File: config.mk
export PLATFORM = sky130hd
export DESIGN_NAME = medidor_freq_flat
export DESIGN_NICKNAME = d
export VERILOG_FILES = /design/src/rtl/medidor_freq_if.sv /design/src/rtl/medidor_freq.sv /design/src/flat_wrapper.sv
export SDC_FILE = /design/constraint.sdc
export NUM_CORES = 1
export LEC_CHECK = 0
export ABC_AREA = 1
export CAP_MARGIN = 5
export CORE_AREA = 2 2 101 103
export DETAILED_ROUTE_END_ITERATION = 8
export DIE_AREA = 0 0 103 105
export PLACE_DENSITY = 0.66
export SLEW_MARGIN = 20
export SYNTH_ARGS = -nofsm -noshare
export SYNTH_HDL_FRONTEND = slang
export SYNTH_SLANG_ARGS = --single-unit
File: constraint.sdc
create_clock -name clock_in -period 4.1 [get_ports clock_in]
set_input_delay 0.82 -clock clock_in [delete_from_list [all_inputs] [get_ports clock_in]]
set_output_delay 0.82 -clock clock_in [all_outputs]
set_load 0.1 [all_outputs]
File: src/rtl/medidor_freq_if.sv
// Measurement-side bundle for the frequency meter: control/signal in, result out.
`timescale 1ns/1ps
interface medidor_freq_if #(
  parameter int COUNT_W = 26
);
  logic               enable;
  logic               sig_in;
  logic [COUNT_W-1:0] freq_out;
  logic               valid;
  logic               overflow;
  logic               busy;

  modport master (output enable, sig_in, input freq_out, valid, overflow, busy);
  modport slave  (input enable, sig_in, output freq_out, valid, overflow, busy);
endinterface

File: src/rtl/medidor_freq.sv
// Frequency meter: counts synchronized rising edges of sig_in over a GATE_CYCLES window
// and publishes a saturated count with a one-cycle valid strobe; windows run back to back.
`timescale 1ns/1ps
module medidor_freq #(
  parameter int GATE_CYCLES = 50000000,
  parameter int COUNT_W     = 26
) (
  input  logic           clock_in,
  input  logic           reset_n,
  medidor_freq_if.slave  bus
);
  localparam int GATE_W = $clog2(GATE_CYCLES);
  localparam logic [GATE_W-1:0] GATE_LAST = GATE_W'(GATE_CYCLES - 1);

  typedef enum logic {IDLE, MEASURE} state_t;

  state_t              state;
  logic                s1, s2, s3;
  logic [GATE_W-1:0]   gate_cnt;
  logic [COUNT_W-1:0]  edge_cnt;
  logic                sat;
  logic [COUNT_W-1:0]  freq_q;
  logic                valid_q, ovf_q, busy_q;

  logic                rise;
  logic                lost;
  logic [COUNT_W-1:0]  edge_next;

  // A rise arriving while the counter is already full is lost and flags saturation.
  always_comb begin
    rise      = s2 & ~s3;
    lost      = rise & (&edge_cnt);
    edge_next = edge_cnt;
    if (rise && !(&edge_cnt)) begin
      edge_next = edge_cnt + COUNT_W'(1);
    end
  end

  always_ff @(posedge clock_in or negedge reset_n) begin
    if (!reset_n) begin
      s1       <= 1'b0;
      s2       <= 1'b0;
      s3       <= 1'b0;
      state    <= IDLE;
      gate_cnt <= '0;
      edge_cnt <= '0;
      sat      <= 1'b0;
      freq_q   <= '0;
      valid_q  <= 1'b0;
      ovf_q    <= 1'b0;
      busy_q   <= 1'b0;
    end else begin
      s1      <= bus.sig_in;
      s2      <= s1;
      s3      <= s2;
      valid_q <= 1'b0;
      case (state)
        IDLE: begin
          gate_cnt <= '0;
          edge_cnt <= '0;
          sat      <= 1'b0;
          busy_q   <= 1'b0;
          if (bus.enable) begin
            state  <= MEASURE;
            busy_q <= 1'b1;
          end
        end
        MEASURE: begin
          if (!bus.enable) begin
            // Partial window is dropped; published result is left untouched.
            state    <= IDLE;
            busy_q   <= 1'b0;
            gate_cnt <= '0;
            edge_cnt <= '0;
            sat      <= 1'b0;
          end else if (gate_cnt == GATE_LAST) begin
            freq_q   <= edge_next;
            ovf_q    <= sat | lost;
            valid_q  <= 1'b1;
            gate_cnt <= '0;
            edge_cnt <= '0;
            sat      <= 1'b0;
          end else begin
            gate_cnt <= gate_cnt + GATE_W'(1);
            edge_cnt <= edge_next;
            sat      <= sat | lost;
          end
        end
        default: state <= IDLE;
      endcase
    end
  end

  assign bus.freq_out = freq_q;
  assign bus.valid    = valid_q;
  assign bus.overflow = ovf_q;
  assign bus.busy     = busy_q;
endmodule

File: src/flat_wrapper.sv
// flat-port wrapper written by rule: the top's interface ports become plain ports
module medidor_freq_flat 
#(
  parameter int GATE_CYCLES = 50000000,
  parameter int COUNT_W     = 26
)
  (clock_in, reset_n, bus_enable, bus_sig_in, bus_freq_out, bus_valid, bus_overflow, bus_busy);
  medidor_freq_if #(.COUNT_W(COUNT_W)) bus_i ();
  input  logic clock_in;
  input  logic reset_n;
  input wire logic [$bits(bus_i.enable)-1:0] bus_enable;
  input wire logic [$bits(bus_i.sig_in)-1:0] bus_sig_in;
  output wire logic [$bits(bus_i.freq_out)-1:0] bus_freq_out;
  output wire logic [$bits(bus_i.valid)-1:0] bus_valid;
  output wire logic [$bits(bus_i.overflow)-1:0] bus_overflow;
  output wire logic [$bits(bus_i.busy)-1:0] bus_busy;
  assign bus_i.enable = bus_enable;
  assign bus_i.sig_in = bus_sig_in;
  assign bus_freq_out = bus_i.freq_out;
  assign bus_valid = bus_i.valid;
  assign bus_overflow = bus_i.overflow;
  assign bus_busy = bus_i.busy;
  medidor_freq #(.GATE_CYCLES(GATE_CYCLES), .COUNT_W(COUNT_W)) u_core (.clock_in(clock_in), .reset_n(reset_n), .bus(bus_i));
endmodule
==> results of run 1 <==
==> metal layers <==
metal  vias to the layer above  global-route usage
met5                         -                   0
li1                       2050                   -
met4                         0             0.07519
met3                        15             0.03144
met2                        50              0.3409
met1                      1836              0.2543
==> synthesized netlist by cell type <==
library cell	n
and3_1	1
nand3_1	47
inv_2	3
inv_1	63
xor2_1	12
nand2_4	1
buf_4	1
nor3_4	1
nor2_2	3
and2_1	1
dfrtp_1	86
nand3_2	1
buf_6	3
nor2_4	1
nand4_1	16
a31oi_1	1
nor3_1	16
ha_1	2
clkinv_1	1
nor2_1	96
a21oi_1	19
or2_2	1
nand2_1	233
o21bai_1	1
buf_2	6
o21a_1	1
xnor2_1	5
clkbuf_1	3
o21ai_0	7
nor4_1	2
==> cells by family after synthesis <==
group	Yosys count
xor gates and xnor gates	17
adders and majority gates	2
AOI/OAI and AO/OA	29
and+or+nand+nor	420
buffers and inverters	80
DFF	86
==> worst max path at each step <==
| stage | slack (ns) | start | cells after the start | end |
|---|---|---|---|---|
| global route | 1.34 | u_core.edge_cnt[0]$_DFF_PN0_ | 10 | u_core.bus.freq_out[23]$_DFFE_PN0P_ |
| floorplan | 2.29 | bus_enable | 7 | u_core.bus.freq_out[15]$_DFFE_PN0P_ |
| finish | 1.41 | u_core.bus.freq_out[1]$_DFFE_PN0P_ | 1 | bus_freq_out[1] |
| detailed placement | 1.32 | bus_enable | 6 | u_core.bus.freq_out[1]$_DFFE_PN0P_ |
| CTS | 1.39 | u_core.bus.freq_out[1]$_DFFE_PN0P_ | 1 | bus_freq_out[1] |
| global placement | 1.37 | bus_enable | 6 | u_core.bus.freq_out[1]$_DFFE_PN0P_ |
==> cell type report <==
class | count | area [um2]
Sequential cell | 86 | 2152
Multi-Input combinational cell | 468 | 2074
Tap cell | 133 | 166.4
Clock inverter | 5 | 60.06
Clock buffer | 11 | 131.4
Fill cell | 970 | 4459
Inverter | 67 | 251.5
Timing Repair Buffer | 35 | 344.1
==> stage by stage <==
step	utilization	setup slack (ns)	total power, W
final	0.5374	1.414	0.001498
after global routing	0.5374	1.344	0.001559
after CTS	0.5370	1.389	0.001517
after detailed placement	0.5171	1.317	0.0009239
after global placement	0.5171	1.375	0.0009234
after floorplan	-	2.285	0.0008970
==> cell usage in the layout (no fill, tap or decap), drive strengths merged, types with 12 or more instances in the layout <==
master / netlist / layout
dfrtp: 86 / 86
nand3: 48 / 48
inv: 66 / 66
a21oi: 19 / 19
xor2: 12 / 12
nand4: 16 / 16
nand2: 234 / 234
nor3: 17 / 17
clkdlybuf4s50: 0 / 31
nor2: 100 / 100
==> sequential cells by signal, indices dropped and copies added (netlist names) <==
name and cells:
u_core.bus.busy 1, u_core.bus.freq_out 26, u_core.bus.overflow 1, u_core.bus.valid 1
u_core.edge_cnt 26, u_core.gate_cnt 26, u_core.s1 1, u_core.s2 1
u_core.s3 1, u_core.sat 1, u_core.state 1
==> report_power, final <==
| part | switching [W] | internal [W] | total (W) |
|---|---|---|---|
| logic | 0.0000407 | 0.0000101 | 0.0000508 |
| clock network | 0.000310 | 0.000283 | 0.000593 |
| registers | 0.00000256 | 0.000851 | 0.000854 |
==> metrics.md, run 1 <==
| Metric | Value |
|---|---|
| Outcome | `completed` |
| Die area | `10820 um2` |
| Largest net degree at the start of global routing | `87` |
| Final Non-Filler Cells | `805` |
| IO Pins | `33` |
| Vias | `3951` |
| RSZ-0062 raised after global routing | `no` |
| Largest family of logic cells by synthesized area | `simple AND/OR/NAND/NOR gates` |
| Hold WS | `0.3610 ns` |
| Port buffer count | `32` |
| Top cell type's share of synthesized area | `0.4719` |
| Final max-slew violation count | `0` |
| Top layer reached by signal wires | `met4` |
| CP bufs+invs | `1` |
| HP Class | `reg -> reg` |
| R2R setup slack | `1.72 ns` |
| Hold Path End | `u_core.s2$_DFF_PN0_` |
| Syn Area/Cell | `7.193 um2` |
| Vias in the first global route | `3826` |
| Total GRT Usage | `0.2008` |
| GPL Wtd Cong | `0.9544` |
| Die Span X | `103 um` |
| Final Cycle Share | `0.6550` |
| Hold-fix buffers, CTS | `0` |
| Routed wl met3 | `247 um` |
| Number of gates resized after cts | `0` |
| Lkg Pwr | `2.454 nW` |
| Via/cell ratio | `4.908` |
| TritonCTS clock tree | `done` |
| Pwr per Cell Area | `289.2 nW/um2` |
| Peak Freq | `0.3723 GHz` |
| Cts bufs inserted | `9` |
| Grt total ovfl | `0` |
| Critical path, cell by cell | `clkdlybuf4s50_1` |
| Final Setup Violations | `0` |
| First-pass GRT wire length | `17280 um` |
| Least-Margin Pin Slew | `0.9766 ns` |
| Startpoint Class | `flip-flop` |
| Max Cap Viol | `0` |
| Clock Pin Slew Worst Setup and Hold Paths | `0.08 ns` |
| CTS sink count | `86` |
| # rows | `36` |
| Post-synthesis adder-cell area fraction | `0.005487` |
| CP max stage cell | `clkdlybuf4s50_1` |
| Core Area | `9639 um2` |
| Area Overhead vs Synth | `13.58%` |
| DR WL met2 | `4887 um` |
| Post-synthesis mux area share | `0` |
| Die span in y | `105 um` |
| Post-Syn Instances | `634` |
| Clock buffer depth | `2` |
| R2R depth | `9` |
| VDD IR max | `0.0001193 V` |
| Cell area after layout | `5180 um2` |
| Post-Route M1 WL | `4644 um` |
| Hold Crit Start | `u_core.s1$_DFF_PN0_` |
| Max FO, Critical Path | `2` |
| Final Critical Period | `2.686 ns` |
| CTS H-Tree Depth | `3` |
| Initial DRC Count | `204` |
| Synth cell types | `30` |
| Initial core utilization | `0.4731` |
| Final Hold Viols | `0` |
| Dpl cell area | `4985 um2` |
| Final wirelength | `9961 um` |
| Post-Synth XOR/XNOR Area | `0.03265` |
| FF+latch count, synth | `86` |
| Ant diodes | `0` |
| Sequential area share after synthesis | `0.4719` |
| Synth Warn # | `0` |
| Placed insts | `789` |
| Root buf cell | `clkbuf_8` |
| Post-Syn Area | `4561 um2` |
| WP data arrival | `1.87 ns` |
| CP endpoint kind | `primary output` |
| Total negative slack | `0 ns` |
| Relative slew slack | `0.3469` |
| Skew-Pair Late Insertion Delay | `0.36 ns` |
| Req. time, crit path | `3.28 ns` |
| Largest cells by area after synthesis | `dfrtp_1 47%, nand2_1 19%, nor2_1 7.9%` |
| WL/cell | `12.37 um` |
| RR Endpoint | `u_core.bus.freq_out[25]$_DFFE_PN0P_` |
| Cell depth of the worst hold path | `0` |
| DRC viols | `0` |
| Routed Antenna Nets | `0` |
| Post-synthesis simple-gate area fraction | `0.3835` |
| Antenna violations before repair | `0` |
| Synth Area in Compound Gates | `0.03320` |
| Largest stage delay, worst path | `1.14 ns` |
| Layout Nets | `673` |
| Setup CP Type | `reg -> out` |
| Yosys top cell by area | `dfrtp_1` |
| Delay-heaviest family, CP | `buffers and inverters` |
| R2R Path Start | `u_core.edge_cnt[0]$_DFF_PN0_` |
| Layout Skew | `0.008441 ns` |
| Post-CTS Setup Bufs | `0` |
| Pre-antenna DRT Iters | `4` |
| Post-Syn Nets | `640` |
| Share of cells above drive strength 1 | `0.04315` |
| DPL Wire Length | `7125 um` |
No activity file was read; power rests on OpenSTA's default activity.
==> run 2, diff against run 1 <==
--- a/config.mk
+++ b/config.mk
@@ -10,7 +10,7 @@
 export CORE_AREA = 2 2 101 103
 export DETAILED_ROUTE_END_ITERATION = 8
 export DIE_AREA = 0 0 103 105
-export PLACE_DENSITY = 0.66
+export PLACE_DENSITY = 0.69
 export SLEW_MARGIN = 20
 export SYNTH_ARGS = -nofsm -noshare
 export SYNTH_HDL_FRONTEND = slang
==> constraint.sdc (replaced) <==
create_clock -name clock_in -period 2.22 [get_ports clock_in]
set_input_delay 0.444 -clock clock_in [delete_from_list [all_inputs] [get_ports clock_in]]
set_output_delay 0.444 -clock clock_in [all_outputs]
set_load 0.1 [all_outputs]
==> run 2 against run 1 <==
Effect of this change:
- design area up 0.22%
- die area unchanged
- clock skew down 0.00063 ns
- count of clock-buffer cells in the layout down 1
- global-route usage up 0.77 points
- routed wire length about the same
- critical path depth up 9
- non-clock buffer count up 9
- via count up 1.3%
- clock power up 72%
- sequential share of layout area down 0.090 points
- largest cell class unchanged
==> metrics.md, run 2 (synthesis results as in run 1) <==
| Metric | Value |
|---|---|
| IO Pins | `33 (unchanged)` |
| R2R setup slack | `0.32 ns (-1.40 ns)` |
| # rows | `36 (unchanged)` |
| Crit path from | `u_core.edge_cnt[9]$_DFF_PN0_` |
| CP bufs+invs | `1 (unchanged)` |
| Final wirelength | `9960 um (about the same)` |
| Largest stage delay, worst path | `0.43 ns (-0.71 ns)` |
| Vias | `4003 (+1.3%)` |
| CP Capture Point | `u_core.bus.freq_out[1]$_DFFE_PN0P_` |
| Max FO, Critical Path | `10 (+8)` |
| Clock Pin Slew Worst Setup and Hold Paths | `0.09 ns (about the same)` |
| Die span in y | `105 um (unchanged)` |
| DRC viols | `0 (unchanged)` |
| Delay-heaviest family, CP | `simple AND/OR/NAND/NOR gates` |
| Final Hold Viols | `0 (unchanged)` |
| CTS H-Tree Depth | `3 (unchanged)` |
| Cts bufs inserted | `9 (unchanged)` |
| First-pass GRT wire length | `17730 um (+2.6%)` |
| RSZ-0062 raised after global routing | `no` |
| Comb pwr share | `0.040 (+0.006)` |
| Vias in the first global route | `4050 (+5.9%)` |
| Flop pwr share | `0.583 (+0.013)` |
| Most frequent CP cell | `nand2_1` |
| Req. time, crit path | `2.46 ns (-0.82 ns)` |
| Routed Antenna Nets | `0 (unchanged)` |
| VDD IR max | `0.0004043 V (+240%)` |
| Number of gates resized after cts | `0 (unchanged)` |
| Most common cell after layout, fill and taps aside | `nand2_1` |
| CP endpoint kind | `flip-flop` |
| Ant diodes | `0 (unchanged)` |
| Clk pwr share | `0.377 (-0.019)` |
| Root buf cell | `clkbuf_8` |
| WP data arrival | `2.14 ns (+0.27 ns)` |
| Switching Share | `0.2452 (+0.009545)` |
| Port buffer count | `32 (unchanged)` |
| Cell depth of the worst hold path | `0 (unchanged)` |
| Clock buffer depth | `2 (unchanged)` |
| HP Class | `reg -> reg` |
| GPL Wtd Cong | `0.9029 (-5.4%)` |
| Die area | `10820 um2 (unchanged)` |
| CTS sink count | `86 (unchanged)` |
| Final max-slew violation count | `0 (unchanged)` |
| Layout Skew | `0.007813 ns (-0.0006279 ns)` |
| DPL Wire Length | `7442 um (+4.4%)` |
| Via/cell ratio | `4.918 (+0.20%)` |
| Lkg Pwr | `2.560 nW (+4.3%)` |
| CP max stage cell | `dfrtp_1` |
| Initial DRC Count | `154 (-25%)` |
| Critical path, cell by cell | `nand2_1, nor2_1, nand2_1, nor2_1, nand2_1, nand2_4, buf_4, nand2_1, o21ai_0, o21ai_0` |
| Largest net degree at the start of global routing | `52 (-40%)` |
| Worst path depth | `10 (+9)` |
| R2R Path Start | `u_core.edge_cnt[9]$_DFF_PN0_` |
| NetSw | `0.0006637 W (+88%)` |
| Initial core utilization | `0.4731 (unchanged)` |
| Pwr per Cell Area | `521.3 nW/um2 (+80%)` |
| Total negative slack | `0 ns (unchanged)` |
| Most frequent cells in the layout | `233 x nand2_1, 96 x nor2_1, 86 x dfrtp_1` |
| Final Cycle Share | `0.8541` |
| Tot Pwr | `0.002706 W (+81%)` |
| Final Critical Period | `1.896 ns` |
| Least-Margin Pin Slew | `0.5093 ns (-0.4674 ns)` |
| Max Cap Viol | `0 (unchanged)` |
| Relative slew slack | `0.6573 (+0.3105)` |
| Power Internal | `0.002043 W (+78%)` |
| TritonCTS clock tree | `done` |
| R2R depth | `10 (+1)` |
| Final Setup Violations | `0 (unchanged)` |
| Hold WS | `0.3633 ns (+0.002260 ns)` |
| RR Endpoint | `u_core.bus.freq_out[1]$_DFFE_PN0P_` |
| Skew-Pair Late Insertion Delay | `0.37 ns (about the same)` |
| Core Area | `9639 um2 (unchanged)` |
| Share of cells above drive strength 1 | `0.09985 (+0.05670)` |
| WL/cell | `12.24 um (-1.1%)` |
| Setup CP Type | `reg -> reg` |
| Layout Nets | `682 (+1.3%)` |
| Grt total ovfl | `0 (unchanged)` |
| Total GRT Usage | `0.2086 (+0.007734)` |
| Area Overhead vs Synth | `13.83%` |
| Pre-antenna DRT Iters | `4 (unchanged)` |
| Outcome | `completed` |
| Die Span X | `103 um (unchanged)` |
| Startpoint Class | `flip-flop` |
| Antenna violations before repair | `0 (unchanged)` |
| Peak Freq | `0.5274 GHz` |
[run 2: per-stage QoR]
stage	worst slack, ns	util	cell area [um2]	cells
2_1_floorplan	0.4553	-	4561	634
3_3_place_gp	0.2326	0.5184	4997	797
3_5_place_dp	0.1747	0.5184	4997	797
4_1_cts	0.3330	0.5386	5191	814
5_1_grt	0.1013	0.5386	5191	814
6_report	0.3239	0.5386	5191	814
[run 2: routing by layer]
| metal | GRT usage | wire length, um | vias to the layer above |
|---|---|---|---|
| met4 | 0.1015 | 365 | 0 |
| met2 | 0.3460 | 4957 | 81 |
| met1 | 0.2373 | 4265 | 1837 |
| met5 | 0 | 0 | - |
| li1 | - | - | 2058 |
| met3 | 0.06890 | 372 | 27 |
[run 2: how the worst min path moves through the flow]
stage | slack, ns | from | endpoint
after floorplan | 0.15 | reset_n | u_core.bus.busy$_DFFE_PN0P_
after global placement | 0.33 | reset_n | u_core.bus.valid$_DFF_PN0_
after detailed placement | 0.33 | reset_n | u_core.bus.freq_out[8]$_DFFE_PN0P_
after CTS | 0.37 | u_core.s1$_DFF_PN0_ | u_core.s2$_DFF_PN0_
after global routing | 0.37 | u_core.s1$_DFF_PN0_ | u_core.s2$_DFF_PN0_
final | 0.36 | u_core.s1$_DFF_PN0_ | u_core.s2$_DFF_PN0_
[run 2: what timing repair did]
action                                  CTS  global route
buffers inserted                          0             0
endpoints found under the setup margin    0             0
hold endpoints to repair                 16             0
hold buffers                              1             0
[run 2: final cells by class]
class	count	area, um2
multi-input cells	468	2074
fillers	958	4448
well taps	133	166.4
flip-flops and latches	86	2152
clock inverters	6	46.29
inverters	67	251.5
repair buffers	44	362.8
clock buffers	10	137.6
[run 2: worst reg2reg max path: stages, from the launching register on]
cell and delay (ns):
dfrtp_1 0.43, nand2_1 0.12, nor2_1 0.29, nand2_1 0.12, nor2_1 0.10, nand2_1 0.10, nand2_4 0.13, buf_4 0.20
nand2_1 0.06, o21ai_0 0.11, o21ai_0 0.11
[run 2: power groups by stage]
stage / clock network [W] / logic [W] / registers (W)
2_1_floorplan: 0 / 0.0000393 / 0.00162
3_3_place_gp: 0 / 0.000107 / 0.00161
3_5_place_dp: 0 / 0.000109 / 0.00161
4_1_cts: 0.00107 / 0.000111 / 0.00158
5_1_grt: 0.00114 / 0.000124 / 0.00158
6_report: 0.00102 / 0.000108 / 0.00158
==> run 3, diff against run 2 <==
--- a/config.mk
+++ b/config.mk
@@ -15,3 +15,4 @@
 export SYNTH_ARGS = -nofsm -noshare
 export SYNTH_HDL_FRONTEND = slang
 export SYNTH_SLANG_ARGS = --single-unit
+export TNS_END_PERCENT = 50
==> results of run 3 <==
The final DEF is identical to that of run 2; final timing and power are the same.
